[src/rtl/key_pkg.sv]
`default_nettype none
// ============================================================================
//  Module      : key_pkg
//  Description : Shared types and constants for the key debouncer: FSM
//                state encoding, 50 MHz default timing windows and the
//                key-level normalisation helper.
//  Revision    : 1.0  initial release
// ============================================================================
package key_pkg;

    // Debouncer FSM states, fixed two-bit encoding
    typedef enum logic [1:0] {
        IDLE    = 2'd0,   // released and stable
        FILT_DN = 2'd1,   // press seen, waiting for it to stay stable
        DOWN    = 2'd2,   // pressed and stable
        FILT_UP = 2'd3    // release seen, waiting for it to stay stable
    } key_fsm_e;

    // Default windows for a 50 MHz clock
    localparam int unsigned KEY_CNT_MAX_DEF  = 1_000_000;   // 20 ms
    localparam int unsigned KEY_LONG_MAX_DEF = 50_000_000;  // 1 s

    // Map a raw key level to the internal convention: 0 = pressed.
    // A level equal to the idle level is "released" (1).
    function automatic logic key_norm(input logic raw, input logic idle_lvl);
        return ~(raw ^ idle_lvl);
    endfunction

endpackage : key_pkg
`default_nettype wire

[src/rtl/sync_2ff.sv]
`default_nettype none
// ============================================================================
//  Module      : sync_2ff
//  Description : Generic two-flop synchronizer for asynchronous inputs, with
//                a configurable reset value so the output comes out of reset
//                at the input's idle level.
//  Revision    : 1.0  initial release
// ============================================================================
module sync_2ff #(
    parameter int unsigned           WIDTH   = 1,
    parameter logic [WIDTH-1:0]      RST_VAL = '0
) (
    input  logic             clk,
    input  logic             rst_n,
    input  logic [WIDTH-1:0] din,
    output logic [WIDTH-1:0] dout
);

    logic [WIDTH-1:0] meta_q;
    logic [WIDTH-1:0] sync_q;

    // Two back-to-back flops; the first may go metastable, the second resolves
    always_ff @(posedge clk or negedge rst_n) begin
        if (!rst_n) begin
            meta_q <= RST_VAL;
            sync_q <= RST_VAL;
        end else begin
            meta_q <= din;
            sync_q <= meta_q;
        end
    end

    assign dout = sync_q;

endmodule : sync_2ff
`default_nettype wire

[src/rtl/key_debounce.sv]
`default_nettype none
// ============================================================================
//  Module      : key_debounce
//  Description : Debounces one mechanical push-button. Produces a clean
//                level (1 = released) plus single-cycle press and release
//                pulses. One instance per key.
//                Optional build macro KEY_LONG_PRESS_EN adds a long-press
//                counter and the key_long pulse output.
//  Revision    : 1.0  initial release
// ============================================================================
module key_debounce
    import key_pkg::*;
#(
    parameter int unsigned CNT_MAX  = KEY_CNT_MAX_DEF,
    parameter logic        KEY_IDLE = 1'b1,
    parameter int unsigned LONG_MAX = KEY_LONG_MAX_DEF
) (
    input  logic clk,
    input  logic rst_n,
    input  logic key_in,
    output logic key_state,
    output logic key_flag,
    output logic key_release
`ifdef KEY_LONG_PRESS_EN
    ,
    output logic key_long
`endif
);

    // Filter counter sized to hold CNT_MAX-1, its terminal value
    localparam int unsigned CW = (CNT_MAX > 2) ? $clog2(CNT_MAX) : 1;
    localparam logic [CW-1:0] CNT_LAST = CW'(CNT_MAX - 1);

    // Both windows must be at least two cycles for the terminal-count logic
    if (CNT_MAX < 2 || LONG_MAX < 2) begin : g_bad_params
        $error("key_debounce: CNT_MAX and LONG_MAX must be >= 2");
    end

    // ------------------------------------------------------------------
    // Input synchronization and normalisation (0 = pressed)
    // ------------------------------------------------------------------
    logic key_meta_sync;
    logic key_sync;

    sync_2ff #(
        .WIDTH   (1),
        .RST_VAL (KEY_IDLE)
    ) u_sync (
        .clk   (clk),
        .rst_n (rst_n),
        .din   (key_in),
        .dout  (key_meta_sync)
    );

    assign key_sync = key_norm(key_meta_sync, KEY_IDLE);

    // ------------------------------------------------------------------
    // Debounce FSM
    // ------------------------------------------------------------------
    key_fsm_e      state_q,       state_d;
    logic [CW-1:0] cnt_q,         cnt_d;
    logic          key_state_q,   key_state_d;
    logic          key_flag_q,    key_flag_d;
    logic          key_release_q, key_release_d;

    // Next-state logic: counter runs only inside a filter window and is
    // cleared on every state change, so a bounce restarts the window
    always_comb begin
        state_d       = state_q;
        cnt_d         = '0;
        key_state_d   = key_state_q;
        key_flag_d    = 1'b0;
        key_release_d = 1'b0;

        case (state_q)
            IDLE: begin
                if (!key_sync) begin
                    state_d = FILT_DN;
                end
            end

            FILT_DN: begin
                if (key_sync) begin
                    // Bounced back before the window closed: no pulse
                    state_d = IDLE;
                end else if (cnt_q == CNT_LAST) begin
                    state_d     = DOWN;
                    key_flag_d  = 1'b1;
                    key_state_d = 1'b0;
                end else begin
                    cnt_d = cnt_q + 1'b1;
                end
            end

            DOWN: begin
                if (key_sync) begin
                    state_d = FILT_UP;
                end
            end

            FILT_UP: begin
                if (!key_sync) begin
                    state_d = DOWN;
                end else if (cnt_q == CNT_LAST) begin
                    state_d       = IDLE;
                    key_release_d = 1'b1;
                    key_state_d   = 1'b1;
                end else begin
                    cnt_d = cnt_q + 1'b1;
                end
            end

            default: begin
                state_d = IDLE;
            end
        endcase
    end

    // FSM and registered outputs; reset forces the released idle view
    always_ff @(posedge clk or negedge rst_n) begin
        if (!rst_n) begin
            state_q       <= IDLE;
            cnt_q         <= '0;
            key_state_q   <= 1'b1;
            key_flag_q    <= 1'b0;
            key_release_q <= 1'b0;
        end else begin
            state_q       <= state_d;
            cnt_q         <= cnt_d;
            key_state_q   <= key_state_d;
            key_flag_q    <= key_flag_d;
            key_release_q <= key_release_d;
        end
    end

    assign key_state   = key_state_q;
    assign key_flag    = key_flag_q;
    assign key_release = key_release_q;

`ifdef KEY_LONG_PRESS_EN
    // ------------------------------------------------------------------
    // Long-press detection: counts while the key stays in DOWN
    // ------------------------------------------------------------------
    localparam int unsigned LW = (LONG_MAX > 2) ? $clog2(LONG_MAX) : 1;
    localparam logic [LW-1:0] LONG_LAST = LW'(LONG_MAX - 1);

    logic [LW-1:0] lcnt_q,      lcnt_d;
    logic          long_done_q, long_done_d;
    logic          key_long_q,  key_long_d;

    // Count only across cycles spent entirely in DOWN; the counter
    // saturates at its terminal value and the done flag limits the pulse
    // to once per stay in DOWN. Entering DOWN (also from a FILT_UP bounce)
    // starts again from zero.
    always_comb begin
        lcnt_d      = '0;
        long_done_d = 1'b0;
        key_long_d  = 1'b0;

        if (state_q == DOWN && state_d == DOWN) begin
            lcnt_d      = lcnt_q;
            long_done_d = long_done_q;
            if (lcnt_q == LONG_LAST) begin
                if (!long_done_q) begin
                    key_long_d  = 1'b1;
                    long_done_d = 1'b1;
                end
            end else begin
                lcnt_d = lcnt_q + 1'b1;
            end
        end
    end

    // Long-press counter and registered pulse
    always_ff @(posedge clk or negedge rst_n) begin
        if (!rst_n) begin
            lcnt_q      <= '0;
            long_done_q <= 1'b0;
            key_long_q  <= 1'b0;
        end else begin
            lcnt_q      <= lcnt_d;
            long_done_q <= long_done_d;
            key_long_q  <= key_long_d;
        end
    end

    assign key_long = key_long_q;
`endif

endmodule : key_debounce
`default_nettype wire
[config.mk]
export PLATFORM = sky130hd
export DESIGN_NAME = key_debounce
export DESIGN_NICKNAME = d
export VERILOG_FILES = /design/src/rtl/key_pkg.sv /design/src/rtl/sync_2ff.sv /design/src/rtl/key_debounce.sv
export SDC_FILE = /design/constraint.sdc
export NUM_CORES = 1
export LEC_CHECK = 0
export ABC_AREA = 1
export CAP_MARGIN = 40
export CORE_MARGIN = 5
export CORE_UTILIZATION = 30
export CTS_CLUSTER_DIAMETER = 30
export DETAILED_ROUTE_END_ITERATION = 12
export HOLD_SLACK_MARGIN = 0.12
export PLACE_DENSITY = 0.5
export SLEW_MARGIN = 20
export SYNTH_ARGS = -nofsm -noshare
export SYNTH_HDL_FRONTEND = slang
export SYNTH_SLANG_ARGS = --single-unit
[constraint.sdc]
create_clock -name clk -period 3.3 [get_ports clk]
set_input_delay 0.66 -clock clk [delete_from_list [all_inputs] [get_ports clk]]
set_output_delay 0.66 -clock clk [all_outputs]
set_load 0.02 [all_outputs]
; ---- After elaboration in Yosys (flattened, before gate mapping)
; Index checks and enable logic that the tools add are counted.
[op_classes]
n_shift = 0
muxes = 21
n_addsub = 1
reduce_logical = 4
n_lt_le_gt_ge = 0
eq_ne = 12
mul = 0
bitwise_logic = 0
div_mod_pow = 0
[op_table]
columns = op, count
row1 = 20-bit 2-to-1 mux, 3
row2 = 20-bit case mux with 2 select lines, 1
row3 = "20-bit by 1-bit adder with 20-bit output, second input constant", 1
row4 = "20-bit equality test, second input constant", 1
row5 = 2-bit 2-to-1 mux, 6
row6 = 1-bit 2-to-1 mux, 9
row7 = "2-bit inequality test, second input constant", 4
row8 = 2-bit case mux with 4 select lines, 1
row9 = 5-bit AND reduction, 1
row10 = "2-bit equality test, second input constant", 2
row11 = "2-bit by 1-bit inequality test with 1-bit output, second input constant", 2
row12 = 4-bit AND reduction, 1
row13 = "3-bit by 2-bit inequality test with 1-bit output, second input constant", 1
row14 = "3-bit inequality test, second input constant", 1
row15 = "2-bit by 1-bit equality test with 1-bit output, second input constant", 1
row16 = 2-bit zero test, 1
row17 = 1-bit case mux with 2 select lines, 1
row18 = 2-bit nonzero test, 1
[totals]
latchBits = 0
regBits = 27
n_memories = 0
ramBits = 0
in_bits = 3
rom_bits = 0

; ---- Logic depth before layout (Yosys ltp)
[logic_depth]
word_depth = 4
mapped_depth = 9

; ---- Hierarchy
; A second synthesis with hierarchy kept.
[unflattened]
cells_unflattened = 190
area_unflattened_um2 = 1511.4
[modules_own_cells]
columns = module, area_each_um2, n_inst, cells_each
row1 = key_debounce, 1458.9, 1, 188
row2 = sync_2ff, 52.6, 1, 2

; ---- Worst setup path before layout
; Ideal clock, no wire load.
[synth_timing]
path_type = register to register
startpoint = register cnt_q[0]
endpoint = register cnt_q[2]
arrival_time_ps = 1311
period_less_slack_ps = 1431
path_slack_ps = 1869
stages_incl_launch_ff = 10
setup_ps = 121
n_path_buf = 1
path_cell_list = dfrtp_1 -> ha_1 -> nand3_2 -> inv_1 -> nand3_2 -> nor2_4 -> nor2_8 -> inv_6 -> buf_12 -> nor2_2
[synth_between]
elab_chain_cells = 4
word_cells_on_any_way = 6
cone_classes = add/sub: 1 / eq/ne: 1 / mux: 4
[synth_lines]
columns = element, line
row1 = from (decl), key_debounce.sv:61  ; logic [CW-1:0] cnt_q, cnt_d;
row2 = from (signal assigned), key_debounce.sv:129  ; cnt_q <= cnt_d;
row3 = 20-bit by 1-bit adder with 20-bit output / 20-bit equality test (equally long branches), n/a
row4 = 20-bit 2-to-1 mux *, "key_debounce.sv:86, key_debounce.sv:104"
row5 = 20-bit 2-to-1 mux (on tied branches), "key_debounce.sv:102, key_debounce.sv:83"
row6 = 20-bit case mux with 2 select lines *, key_debounce.sv:75  ; case (state_q)
row7 = named net cnt_d[2], key_debounce.sv:61
; Mark *: on every way through the listed nets, which the timed path passes. The rest lies on a longest branch.
; A chain may end at the register's enable or synchronous reset.

; ---- Worst setup path after layout
[layout_timing]
startpoint = register key_state_q, in the netlist key_state
endpoint = output key_state
[layout_rtl]
columns = element, line
row1 = from (decl), key_debounce.sv:62  ; logic key_state_q, key_state_d;
row2 = from (signal assigned), key_debounce.sv:130  ; key_state_q <= key_state_d;
row3 = to (decl), key_debounce.sv:21  ; output logic key_state,
; No word-level cell between the ends.

==> tab_implementation.tex <==
\begin{tabular}{lr}
\hline
Metric & Value \\
\hline
\multicolumn{2}{l}{\textbf{Outcome}} \\
\quad Status & finished, final reports clean \\
\multicolumn{2}{l}{\textbf{Critical path}} \\
\quad Endpoint of the most critical register-to-register path & cnt\_q[15] \\
\quad Element type at the critical path start & flop \\
\quad Worst Reg2Reg Path Length in Cells & 8 \\
\quad Largest delay share family, worst path & buffers and inverters \\
\quad Critical path's largest stage delay & 0.59 ns \\
\quad Slowest library cell on the worst path & sky130\_fd\_sc\_hd\_\_clkdlybuf4s50\_1 \\
\quad CP startpoint & key\_state \\
\quad Endpoint of the most critical setup path & key\_state \\
\quad CP Data Arrival Time & 1.41 ns \\
\quad Cells traversed along the worst timing path & clkdlybuf4s50\_1 \\
\quad CP endpoint kind & output port \\
\quad WS Path Type & reg2out \\
\quad Cell depth of the worst setup path & 1 \\
\quad Number of buffers and inverters on the critical path & 1 \\
\quad Data required time at the worst endpoint & 2.64 ns \\
\quad Source of the worst register-to-register timing path & cnt\_q[0] \\
\quad Worst reg-to-reg setup slack & 1.70 ns \\
\quad Largest fanout on the critical path & 2 \\
\multicolumn{2}{l}{\textbf{Die}} \\
\quad Y dimension of the die & 80.9 µm \\
\quad Initial standard-cell utilization of the core & 31.5\% \\
\quad Core area & 4790 µm² \\
\quad Die footprint & 6540 µm² \\
\quad Count of boundary I/O pins & 6 \\
\quad Site row count & 25 \\
\quad Die width & 80.9 µm \\
\multicolumn{2}{l}{\textbf{Clock network}} \\
\quad Post-cts sizing count & 0 \\
\quad Clock tree from TritonCTS & yes \\
\quad Clock H-tree levels & 1 \\
\quad CTS Buf Count & 3 \\
\quad CTS Sinks & 27 \\
\quad Clock-pin slew on the worst setup and hold paths & 0.10 ns \\
\quad Clock tree root buffer cell & sky130\_fd\_sc\_hd\_\_clkbuf\_8 \\
\quad Maximum buffer depth of the clock tree & 2 \\
\quad Setup bufs post-CTS & 0 \\
\quad Clock latency at the later pin of the worst-skew pair & 0.28 ns \\
\quad Quantity of hold-fixing buffers added after cts & 0 \\
\multicolumn{2}{l}{\textbf{Cells and area}} \\
\quad Layout cells sized above 1 & 16.6\% \\
\quad Utilization of the core after routing & 35.0\% \\
\quad Multi-input logic area & 716 µm² \\
\quad Number of filler cells placed in the layout & 531 \\
\quad Number of nets in the layout & 210 \\
\quad Area taken by flip-flops and latches & 679 µm² \\
\quad Layout overhead on the synthesized area & 11.3\% \\
\quad Number of antenna diodes & 0 \\
\multicolumn{2}{l}{\textbf{GRT}} \\
\quad Initial antenna violation count & 0 \\
\quad Pin count of the biggest net entering global routing & 28 \\
\quad Overall Global Routing Usage & 10.3\% \\
\quad Number of global-route vias before repair & 1128 \\
\quad Global-route congestion overflow total & 0 \\
\quad Global-route wire length before repair & 5290 µm \\
\multicolumn{2}{l}{\textbf{Timing}} \\
\quad RSZ-0062 raised after global routing & no \\
\quad Final Cycle Share & 62.6\% \\
\quad Final clock skew & 0.0107 ns \\
\quad Measured slew at the worst slew-check pin & 0.354 ns \\
\quad Min Tclk post-route & 2.07 ns \\
\quad Max-Slew Margin vs Limit & 76.4\% \\
\quad Total count of hold-check failures in the final report & 0 \\
\quad Post-route setup TNS & 0 ns \\
\quad Final Max Slew Viols & 0 \\
\quad Final setup violation count & 0 \\
\quad Maximum clock rate & 484 MHz \\
\multicolumn{2}{l}{\textbf{Route}} \\
\quad Via count & 1142 \\
\quad Post-DR vias/cell & 4.20 \\
\quad WL final & 2850 µm \\
\quad 1st-iter DRT viols & 50 \\
\quad WL/cell & 10.5 µm \\
\quad Remaining DRCs & 0 \\
\quad Number of iterations in the first detailed-routing pass & 4 \\
\quad Final ANT Viol Nets & 0 \\
\multicolumn{2}{l}{\textbf{Pwr}} \\
\quad Part of the total power dissipated in combinational logic & 6.6\% \\
\quad Switching Power & 0.141 mW \\
\quad Flop pwr share & 59.3\% \\
\quad Cell-internal power & 0.434 mW \\
\quad Reported leakage power & 0.691 nW \\
\quad Clk network pwr share & 34.1\% \\
\quad Highest ir drop seen on vdd & 0.000196 V \\
\quad Switching fraction of total power & 24.5\% \\
\quad Power density over the cells & 343 nW/µm² \\
\multicolumn{2}{l}{\textbf{Flow run}} \\
\quad Max-cap violation count & 0 \\
\multicolumn{2}{l}{\textbf{Synthesis}} \\
\quad Synthesized flop and latch total & 27 \\
\quad Post-synthesis instance total & 196 \\
\quad Area of the mapped netlist & 1510 µm² \\
\quad Count of unique library cells instantiated by Yosys & 24 \\
\quad Fraction of the yosys area taken by sequential cells & 45.1\% \\
\quad Number of warnings reported in the yosys synthesis log & 0 \\
\quad Mean post-synth cell area & 7.69 µm² \\
\quad Post-synthesis net count & 200 \\
\multicolumn{2}{l}{\textbf{Min path}} \\
\quad Type of the tightest min-delay check & reg2reg \\
\multicolumn{2}{l}{\textbf{Place}} \\
\quad Final HPWL from detailed placement & 2140 µm \\
\quad I/O Buffers & 5 \\
\quad Routability Congestion & 0.735 \\
\hline
\end{tabular}
worst reg2reg max path: stages, from the launching register on:
cell	delay [ns]
sky130_fd_sc_hd__dfrtp_1	0.39
sky130_fd_sc_hd__ha_1	0.25
sky130_fd_sc_hd__nand3_2	0.13
sky130_fd_sc_hd__inv_1	0.15
sky130_fd_sc_hd__nand3_2	0.11
sky130_fd_sc_hd__nor2_4	0.18
sky130_fd_sc_hd__nor2_8	0.08
sky130_fd_sc_hd__inv_6	0.14
sky130_fd_sc_hd__nor2_1	0.07
layer usage:
layer  part of all wire (%)  vias up  global-route usage (%)
met5                      0        -                       0
met4                   0.49        0                    1.52
met3                    2.8        2                    2.99
met2                     45        9                    16.7
met1                     52      519                    13.8
li1                       -      612                       -
placed cells by master, fill, tap and decap left out:
master / instances
sky130_fd_sc_hd__ha_1: 1
sky130_fd_sc_hd__nand2_2: 2
sky130_fd_sc_hd__inv_1: 20
sky130_fd_sc_hd__nor3_1: 1
sky130_fd_sc_hd__nor2_8: 1
sky130_fd_sc_hd__buf_4: 1
sky130_fd_sc_hd__dfstp_2: 3
sky130_fd_sc_hd__o21ai_0: 3
sky130_fd_sc_hd__inv_6: 1
sky130_fd_sc_hd__nor2_4: 1
sky130_fd_sc_hd__nand2_1: 57
sky130_fd_sc_hd__inv_2: 2
sky130_fd_sc_hd__clkdlybuf4s50_1: 5
sky130_fd_sc_hd__a21oi_1: 1
sky130_fd_sc_hd__clkinvlp_4: 1
sky130_fd_sc_hd__nor2_2: 15
sky130_fd_sc_hd__xor2_1: 6
sky130_fd_sc_hd__clkbuf_8: 3
sky130_fd_sc_hd__nor2_1: 38
sky130_fd_sc_hd__or2_1: 1
sky130_fd_sc_hd__nand2_4: 1
sky130_fd_sc_hd__nand3b_1: 1
sky130_fd_sc_hd__dfrtp_1: 24
sky130_fd_sc_hd__xnor2_1: 2
sky130_fd_sc_hd__nand4_1: 3
sky130_fd_sc_hd__nand3_2: 3
sky130_fd_sc_hd__nand3_1: 8
synth_stat cells (all sizes together):
master	count	area share, %
or2	1	0.42
xor2	6	3.5
inv	23	6.1
o21ai	3	1.0
nand3b	1	0.50
nand2	60	16
nor3	1	0.33
nand3	11	4.7
a21oi	1	0.33
dfstp	3	5.2
nand4	3	1.2
buf	1	1.3
xnor2	2	1.2
dfrtp	24	40
ha	1	0.83
nor2	55	18
area by class of cell:
class	instances	area share (%)
multi-input cells	145	42.7
flip-flops and latches	27	40.5
inverters	23	5.45
well taps	67	5.00
repair buffers	6	3.43
clock buffers	3	2.46
clock inverters	1	0.448
metrics by stage:
stage,cells,power (mW),setup WS [ns],cell area (µm²),hold slack [ns]
4_1_cts,272,0.586,1.22,1680,0.363
5_1_grt,272,0.606,1.18,1680,0.365
2_1_floorplan,196,0.376,1.87,1510,0.345
6_report,272,0.575,1.23,1680,0.361
3_5_place_dp,268,0.387,1.54,1630,0.347
3_3_place_gp,268,0.387,1.54,1630,0.345
power groups by stage:
stage | combinational (mW) | clock (mW) | sequential [mW]
after floorplan | 0.0296 | 0 | 0.347
after global placement | 0.0396 | 0 | 0.347
after detailed placement | 0.0398 | 0 | 0.347
after CTS | 0.0398 | 0.206 | 0.341
after global routing | 0.0442 | 0.220 | 0.342
final | 0.0378 | 0.196 | 0.341
how the worst min path moves through the flow:
stage,depth (start not counted),slack [ns],start,endpoint
2_1_floorplan,0,0.35,u_sync.meta_q,u_sync.dout
3_3_place_gp,0,0.35,u_sync.meta_q,u_sync.dout
3_5_place_dp,0,0.35,u_sync.meta_q,u_sync.dout
4_1_cts,0,0.36,u_sync.meta_q,u_sync.dout
5_1_grt,0,0.37,u_sync.meta_q,u_sync.dout
6_report,0,0.36,u_sync.meta_q,u_sync.dout
cells by family after synthesis:
logic type / synth area share [%]
simple gates: 40.7
flops: 45.1
buf+inv: 7.39
xor+xnor: 4.65
compound gates: 1.33
fa+ha+maj: 0.830
flip-flops by register name, indices dropped and copies added, names as in the netlist, named ones only:
| register | flops |
|---|---|
| key_flag | 1 |
| key_release | 1 |
| u_sync.dout | 1 |
| state_q | 1 |
| u_sync.meta_q | 1 |
| cnt_q | 20 |
| key_state | 1 |
No activity file was read; power rests on OpenSTA's default activity.
